**src/rtl/note_seq_pwm.sv**
```systemverilog
// Note-frame FIFO feeding CHANNELS square-wave voices mixed into one registered PWM pin; frames pop one edge
// after push at the earliest, in strict order (a head frame for a busy voice stalls the queue); note_ready = FIFO not full.
module note_seq_fifo #(
  parameter int WIDTH = 8,
  parameter int DEPTH = 8
) (
  input  logic             clk,
  input  logic             reset,
  input  logic             in_vld,
  output logic             in_rdy,
  input  logic [WIDTH-1:0] in_dat,
  output logic             out_vld,
  input  logic             out_rdy,
  output logic [WIDTH-1:0] out_dat
);
  localparam int PTR_W = (DEPTH > 1) ? $clog2(DEPTH) : 1;
  localparam int CNT_W = $clog2(DEPTH + 1);

  logic [WIDTH-1:0] mem [DEPTH];
  logic [PTR_W-1:0] wr_ptr;
  logic [PTR_W-1:0] rd_ptr;
  logic [CNT_W-1:0] count;
  logic             push;
  logic             pop;

  assign in_rdy  = (count != CNT_W'(DEPTH));
  assign out_vld = (count != '0);
  assign push    = in_vld && in_rdy;
  assign pop     = out_vld && out_rdy;
  assign out_dat = mem[rd_ptr];

  // Pointers wrap explicitly so DEPTH need not be a power of two.
  function automatic logic [PTR_W-1:0] ptr_inc(input logic [PTR_W-1:0] p);
    return (p == PTR_W'(DEPTH - 1)) ? '0 : p + 1'b1;
  endfunction

  always_ff @(posedge clk) begin
    if (push) mem[wr_ptr] <= in_dat;
  end

  always_ff @(posedge clk) begin
    if (reset) begin
      wr_ptr <= '0;
      rd_ptr <= '0;
      count  <= '0;
    end else begin
      if (push) wr_ptr <= ptr_inc(wr_ptr);
      if (pop)  rd_ptr <= ptr_inc(rd_ptr);
      case ({push, pop})
        2'b10:   count <= count + CNT_W'(1);
        2'b01:   count <= count - CNT_W'(1);
        default: count <= count;
      endcase
    end
  end
endmodule

module note_seq_pwm #(
  parameter int CHANNELS   = 2,
  parameter int FIFO_DEPTH = 8,
  parameter int PITCH_W    = 16,
  parameter int DUR_W      = 16,
  parameter int PWM_W      = 8
) (
  input  logic                                             clk,
  input  logic                                             reset,
  input  logic                                             enable,
  input  logic                                             tick,
  input  logic                                             note_valid,
  output logic                                             note_ready,
  input  logic [((CHANNELS > 1) ? $clog2(CHANNELS) : 1)-1:0] note_ch,
  input  logic [PITCH_W-1:0]                               note_pitch,
  input  logic [DUR_W-1:0]                                 note_dur,
  output logic [CHANNELS-1:0]                              playing,
  output logic                                             busy,
  output logic                                             pwm
);
  localparam int CH_W   = (CHANNELS > 1) ? $clog2(CHANNELS) : 1;
  localparam int LOG2CH = $clog2(CHANNELS);
  localparam int LVL_W  = $clog2(CHANNELS + 1);
  localparam int THR_W  = PWM_W + 1;
  localparam int SHIFT  = PWM_W - LOG2CH;

  typedef struct packed {
    logic [CH_W-1:0]    ch;
    logic [PITCH_W-1:0] pitch;
    logic [DUR_W-1:0]   dur;
  } frame_t;

  localparam int FRAME_W = $bits(frame_t);

  typedef enum logic {V_IDLE, V_PLAY} vstate_t;

  frame_t             in_frame;
  frame_t             head;
  logic [FRAME_W-1:0] head_dat;
  logic               fifo_in_rdy;
  logic               fifo_out_vld;
  logic               fifo_out_rdy;
  logic               pop;
  logic [CH_W-1:0]    head_ch;

  vstate_t            vstate      [CHANNELS];
  vstate_t            vstate_nx   [CHANNELS];
  logic [PITCH_W-1:0] vpitch      [CHANNELS];
  logic [PITCH_W-1:0] vpitch_nx   [CHANNELS];
  logic [PITCH_W-1:0] tone_cnt    [CHANNELS];
  logic [PITCH_W-1:0] tone_cnt_nx [CHANNELS];
  logic [DUR_W-1:0]   dur_cnt     [CHANNELS];
  logic [DUR_W-1:0]   dur_cnt_nx  [CHANNELS];
  logic [CHANNELS-1:0] sq;
  logic [CHANNELS-1:0] sq_nx;

  logic [LVL_W-1:0]   level;
  logic [THR_W-1:0]   thr;
  logic [THR_W-1:0]   thr_q;
  logic [PWM_W-1:0]   pwm_cnt;

  assign in_frame = '{ch: note_ch, pitch: note_pitch, dur: note_dur};

  note_seq_fifo #(
    .WIDTH(FRAME_W),
    .DEPTH(FIFO_DEPTH)
  ) u_fifo (
    .clk     (clk),
    .reset   (reset),
    .in_vld  (note_valid),
    .in_rdy  (fifo_in_rdy),
    .in_dat  (in_frame),
    .out_vld (fifo_out_vld),
    .out_rdy (fifo_out_rdy),
    .out_dat (head_dat)
  );

  assign note_ready   = fifo_in_rdy && !reset;
  assign head         = frame_t'(head_dat);
  assign head_ch      = (CHANNELS > 1) ? head.ch : '0;
  assign fifo_out_rdy = enable && (vstate[head_ch] == V_IDLE);
  assign pop          = fifo_out_vld && fifo_out_rdy;

  // Voice next-state: load on dispatch (zero-duration frames are dropped), then tone and duration countdowns.
  always_comb begin
    for (int c = 0; c < CHANNELS; c++) begin
      vstate_nx[c]   = vstate[c];
      vpitch_nx[c]   = vpitch[c];
      tone_cnt_nx[c] = tone_cnt[c];
      dur_cnt_nx[c]  = dur_cnt[c];
      sq_nx[c]       = sq[c];
      case (vstate[c])
        V_IDLE: begin
          if (pop && (head_ch == CH_W'(c)) && (head.dur != '0)) begin
            vstate_nx[c]   = V_PLAY;
            vpitch_nx[c]   = head.pitch;
            tone_cnt_nx[c] = head.pitch - 1'b1;
            dur_cnt_nx[c]  = head.dur;
            sq_nx[c]       = 1'b0;
          end
        end
        V_PLAY: begin
          if (enable) begin
            // A rest (pitch 0) never toggles but its duration still runs.
            if (vpitch[c] != '0) begin
              if (tone_cnt[c] == '0) begin
                sq_nx[c]       = ~sq[c];
                tone_cnt_nx[c] = vpitch[c] - 1'b1;
              end else begin
                tone_cnt_nx[c] = tone_cnt[c] - 1'b1;
              end
            end
            if (tick) begin
              if (dur_cnt[c] == DUR_W'(1)) begin
                vstate_nx[c] = V_IDLE;
                sq_nx[c]     = 1'b0;
              end else begin
                dur_cnt_nx[c] = dur_cnt[c] - 1'b1;
              end
            end
          end
        end
        default: vstate_nx[c] = V_IDLE;
      endcase
    end
  end

  always_ff @(posedge clk) begin
    if (reset) begin
      sq <= '0;
      for (int c = 0; c < CHANNELS; c++) begin
        vstate[c]   <= V_IDLE;
        vpitch[c]   <= '0;
        tone_cnt[c] <= '0;
        dur_cnt[c]  <= '0;
      end
    end else begin
      sq <= sq_nx;
      for (int c = 0; c < CHANNELS; c++) begin
        vstate[c]   <= vstate_nx[c];
        vpitch[c]   <= vpitch_nx[c];
        tone_cnt[c] <= tone_cnt_nx[c];
        dur_cnt[c]  <= dur_cnt_nx[c];
      end
    end
  end

  always_comb begin
    playing = '0;
    level   = '0;
    for (int c = 0; c < CHANNELS; c++) begin
      playing[c] = (vstate[c] == V_PLAY);
      level      = level + LVL_W'(sq[c]);
    end
  end

  assign thr  = THR_W'(level) << SHIFT;
  assign busy = fifo_out_vld || (|playing);

  // Threshold only changes at the carrier wrap so each PWM period has one clean duty.
  always_ff @(posedge clk) begin
    if (reset) begin
      pwm_cnt <= '0;
      thr_q   <= '0;
      pwm     <= 1'b0;
    end else begin
      pwm <= enable && ({1'b0, pwm_cnt} < thr_q);
      if (enable) begin
        pwm_cnt <= pwm_cnt + 1'b1;
        if (&pwm_cnt) thr_q <= thr;
      end
    end
  end
endmodule
```
**config.mk**
```make
export PLATFORM = sky130hd
export DESIGN_NAME = note_seq_pwm
export DESIGN_NICKNAME = d
export VERILOG_FILES = /design/src/rtl/note_seq_pwm.sv
export SDC_FILE = /design/constraint.sdc
export NUM_CORES = 1
export LEC_CHECK = 0
export BUFFER_PORTS_ARGS = -buffer_cell sky130_fd_sc_hd__buf_2
export CAP_MARGIN = 20
export CORE_MARGIN = 5
export CORE_UTILIZATION = 29
export CTS_CLUSTER_SIZE = 40
export DETAILED_ROUTE_END_ITERATION = 16
export GPL_TIMING_DRIVEN = 0
export PLACE_DENSITY = 0.54
export SLEW_MARGIN = 20
export SYNTH_ARGS = -nofsm -noshare
export SYNTH_HDL_FRONTEND = slang
export SYNTH_SLANG_ARGS = --single-unit
```
**constraint.sdc**
```tcl
create_clock -name clk -period 5 [get_ports clk]
set_input_delay 0.75 -clock clk [delete_from_list [all_inputs] [get_ports clk]]
set_output_delay 0.75 -clock clk [all_outputs]
set_load 0.005 [all_outputs]
```
==> run_results.csv <==
group,metric,value,unit
floorplan,row_count,89,
floorplan,dieArea,65100,um^2
setup_path,required,5500,ps
cts,cts_hold_buf,0,
setup_path,crit_type,"register to register",
cells_and_area,layout_common_cells,"edfxtp_1, nor2_1, dfxtp_1",
cells_and_area,layout_commonest_cell,"edfxtp_1",
yosys,synth_area_per_cell,12.7,um^2
grt,grt_max_degree,19,
cts,cts_root_buf,"clkbuf_16",
timing,fin_skew,21.8,ps
timing,hold_viol_final,0,
grt,grt_pass1_vias,12098,
setup_path,worstPathMaxFanout,10,
cells_and_area,syn2layout_area_growth,16.6,%
placement,io_buffers,41,
cts,cts_max_level,2,
floorplan,initial_core_util,29.4,%
cells_and_area,layout.cells.non_filler,2294,
timing,setup_violations,0,
timing,maxSlewViolCount,0,
routing,drc,0,
cts,cts_resized,0,
yosys,synth-edff-count,264,
floorplan,die_x,255,um
grt,grt_pass1_wl,73.9,mm
power,power.leakage,6.55,nW
timing,relSlewSlack,34.3,%
placement,place_ws,454,ps
setup_path,cp-end-kind,"register",
hold_path,min_from,"note_pitch[12]",
routing,dr.pass1.iters,6,
yosys,dominantRegCellSynth,"edfxtp_1",
setup_path,reg2reg_depth,9,
cells_and_area,fillers,5841,
timing,tightest_slew,986,ps
flow_run,maxCapViolCount,0,
timing,timing.final.crit_share,90.8,%
routing,num_vias,12122,
routing,drtIter0Drc,889,
yosys,synth_top_area_cell,"edfxtp_1",
routing,drt.antenna.violating_nets,0,
timing,period_minus_slack,4540,ps
yosys,ys_seq_area_share,59.8,%
cts,cts_buffers,42,
hold_path,hold_depth,1,
grt,grt_overflow,0,
yosys,netlist_instances,1371,
placement,dpl_cell_area,19000,um^2
placement,gp_congestion,0.886,
cts,post_cts_buffers,0,
yosys,synth_top_area_share,45.5,%
cts,cts_tree,"done",
cells_and_area,postLayoutCellArea,20300,um^2
hold_path,hold_path.class,"input pin to register",
yosys,synth_cell_types,74,
timing,fin_tns_setup,0,ps
yosys,syn_area,17400,um^2
cts,path_clk_slew,60,ps
cts,insertion_delay,580,ps
yosys,yosys_warnings,0,
setup_path,regToRegEndpoint,"tone_cnt[0][6]",
power,peakVddDrop,0.285,mV
floorplan,chipHeight,255,um
setup_path,r2r_slack,460,ps
timing,fmax,220,MHz
grt,grt_use_total,14.5,%
hold_path,min_to,"u_fifo.mem[6][28]",
floorplan,pin_count,43,
cells_and_area,seq_area,10400,um^2
routing,via_per_inst,5.28,
cells_and_area,drive_gt1_share,17.6,%
routing,drt-total-wl,47.6,mm
power,power.density,627,nW/um^2
yosys,async_flop_share,0,%
yosys,yosys_register_bits,388,
cts,clock-sinks,388,
placement,dp_hpwl,34.2,mm
routing,wl_per_cell,20.8,um
floorplan,core,59200,um^2
cells_and_area,multi_input_area,6630,um^2
cts,clockBufferDepth,3,
cells_and_area,nets,1544,
setup_path,critPathLaunchType,"register",
yosys,synth_area_leaders,"edfxtp_1, dfxtp_1, mux4_2",
grt,antenna_found_initial,4,
outcome,status,"completed",
setup_path,worstPathArrival,5040,ps
yosys,synth_fp_nets,1426,
placement,place_inst,2218,
timing,final.setup.worst_slack,459,ps
timing,grt_setup_unrepaired,"false",
## synthesized netlist by cell type, types with 16 or more instances
| master | count |
|---|---|
| a211oi_1 | 38 |
| a21oi_1 | 88 |
| a31oi_1 | 21 |
| clkbuf_1 | 51 |
| dfxtp_1 | 124 |
| edfxtp_1 | 264 |
| ha_1 | 16 |
| mux2i_1 | 44 |
| mux4_2 | 66 |
| nand2_1 | 85 |
| nand3_1 | 27 |
| nand4_1 | 16 |
| nor2_1 | 143 |
| nor3_1 | 52 |
| o21ai_0 | 41 |
| o32ai_1 | 16 |
| or3_1 | 17 |
| xnor2_1 | 17 |
| xor2_1 | 21 |
## through the flow
stage / power [mW] / hold WS [ps] / util, %
2_1_floorplan: 8.16 / 432 / -
3_3_place_gp: 9.68 / 447 / 31.4
3_5_place_dp: 9.73 / 458 / 32.0
4_1_cts: 12.7 / 414 / 34.3
5_1_grt: 13.6 / 431 / 34.3
6_report: 12.7 / 444 / 34.3
## final cells by class
type	count	area share, %
diodes	1	0.0123
plain buffers	84	1.86
clock buffers	51	5.44
clock inverters	24	1.02
inverters	17	0.314
multi-input cells	882	32.7
flip-flops and latches	388	51.3
well taps	773	4.76
repair buffers	74	2.67
## per-layer routing
metal	routed length (um)	share of wire, %	track usage (%)	vias to the layer above
met5	34	0.071	0	-
li1	-	-	-	5595
met2	22800	48	24.1	380
met1	20900	44	19.8	6055
met4	895	1.9	3.33	6
met3	2900	6.1	2.91	86
## where the power goes
group / leakage (nW) / internal, mW / switching, mW
Sequential: 3.41 / 3.83 / 0.367
Clock: 0.638 / 1.69 / 1.27
Combinational: 2.50 / 2.09 / 3.48
## worst max-delay path by stage
stage	start	end	slack (ps)	cells after the start
floorplan	note_valid	u_fifo.mem[0][0]	390	2
global placement	note_valid	u_fifo.mem[0][11]	-3460	3
detailed placement	register	tone_cnt[0][12]	450	12
CTS	register	tone_cnt[0][12]	390	12
global route	register	tone_cnt[0][26]	110	12
finish	register	tone_cnt[0][6]	460	9
## critical path, cell delays in order (launching register included)
cell      delay (ps)
dfxtp_1          410
buf_2            370
buf_1            760
buf_1            700
mux2i_1          470
nand4_1          230
o22ai_1          660
clkbuf_1         460
o221ai_1         220
a21oi_1          170
## flip-flops by register name, summed over array words and instances, names as in the netlist, named ones only
register,flops
pwm_cnt,8
dur_cnt,32
u_fifo.rd_ptr,3
vpitch,32
thr_q,2
vstate,2
sq,2
u_fifo.mem,264
pwm,1
u_fifo.wr_ptr,3
tone_cnt,32
u_fifo.count,4
## kinds of logic after synthesis
group / count (synthesis) / synth area share (%)
XOR/XNOR: 38 / 1.91
multiplexers: 124 / 12.0
buffers and inverters: 101 / 2.54
adder cells (fa/ha/maj): 17 / 1.26
AND/OR/NAND/NOR: 423 / 11.9
AO/OA/AOI/OAI: 280 / 10.6
flip-flops: 388 / 59.8
Power figures use the tool's default switching activity.
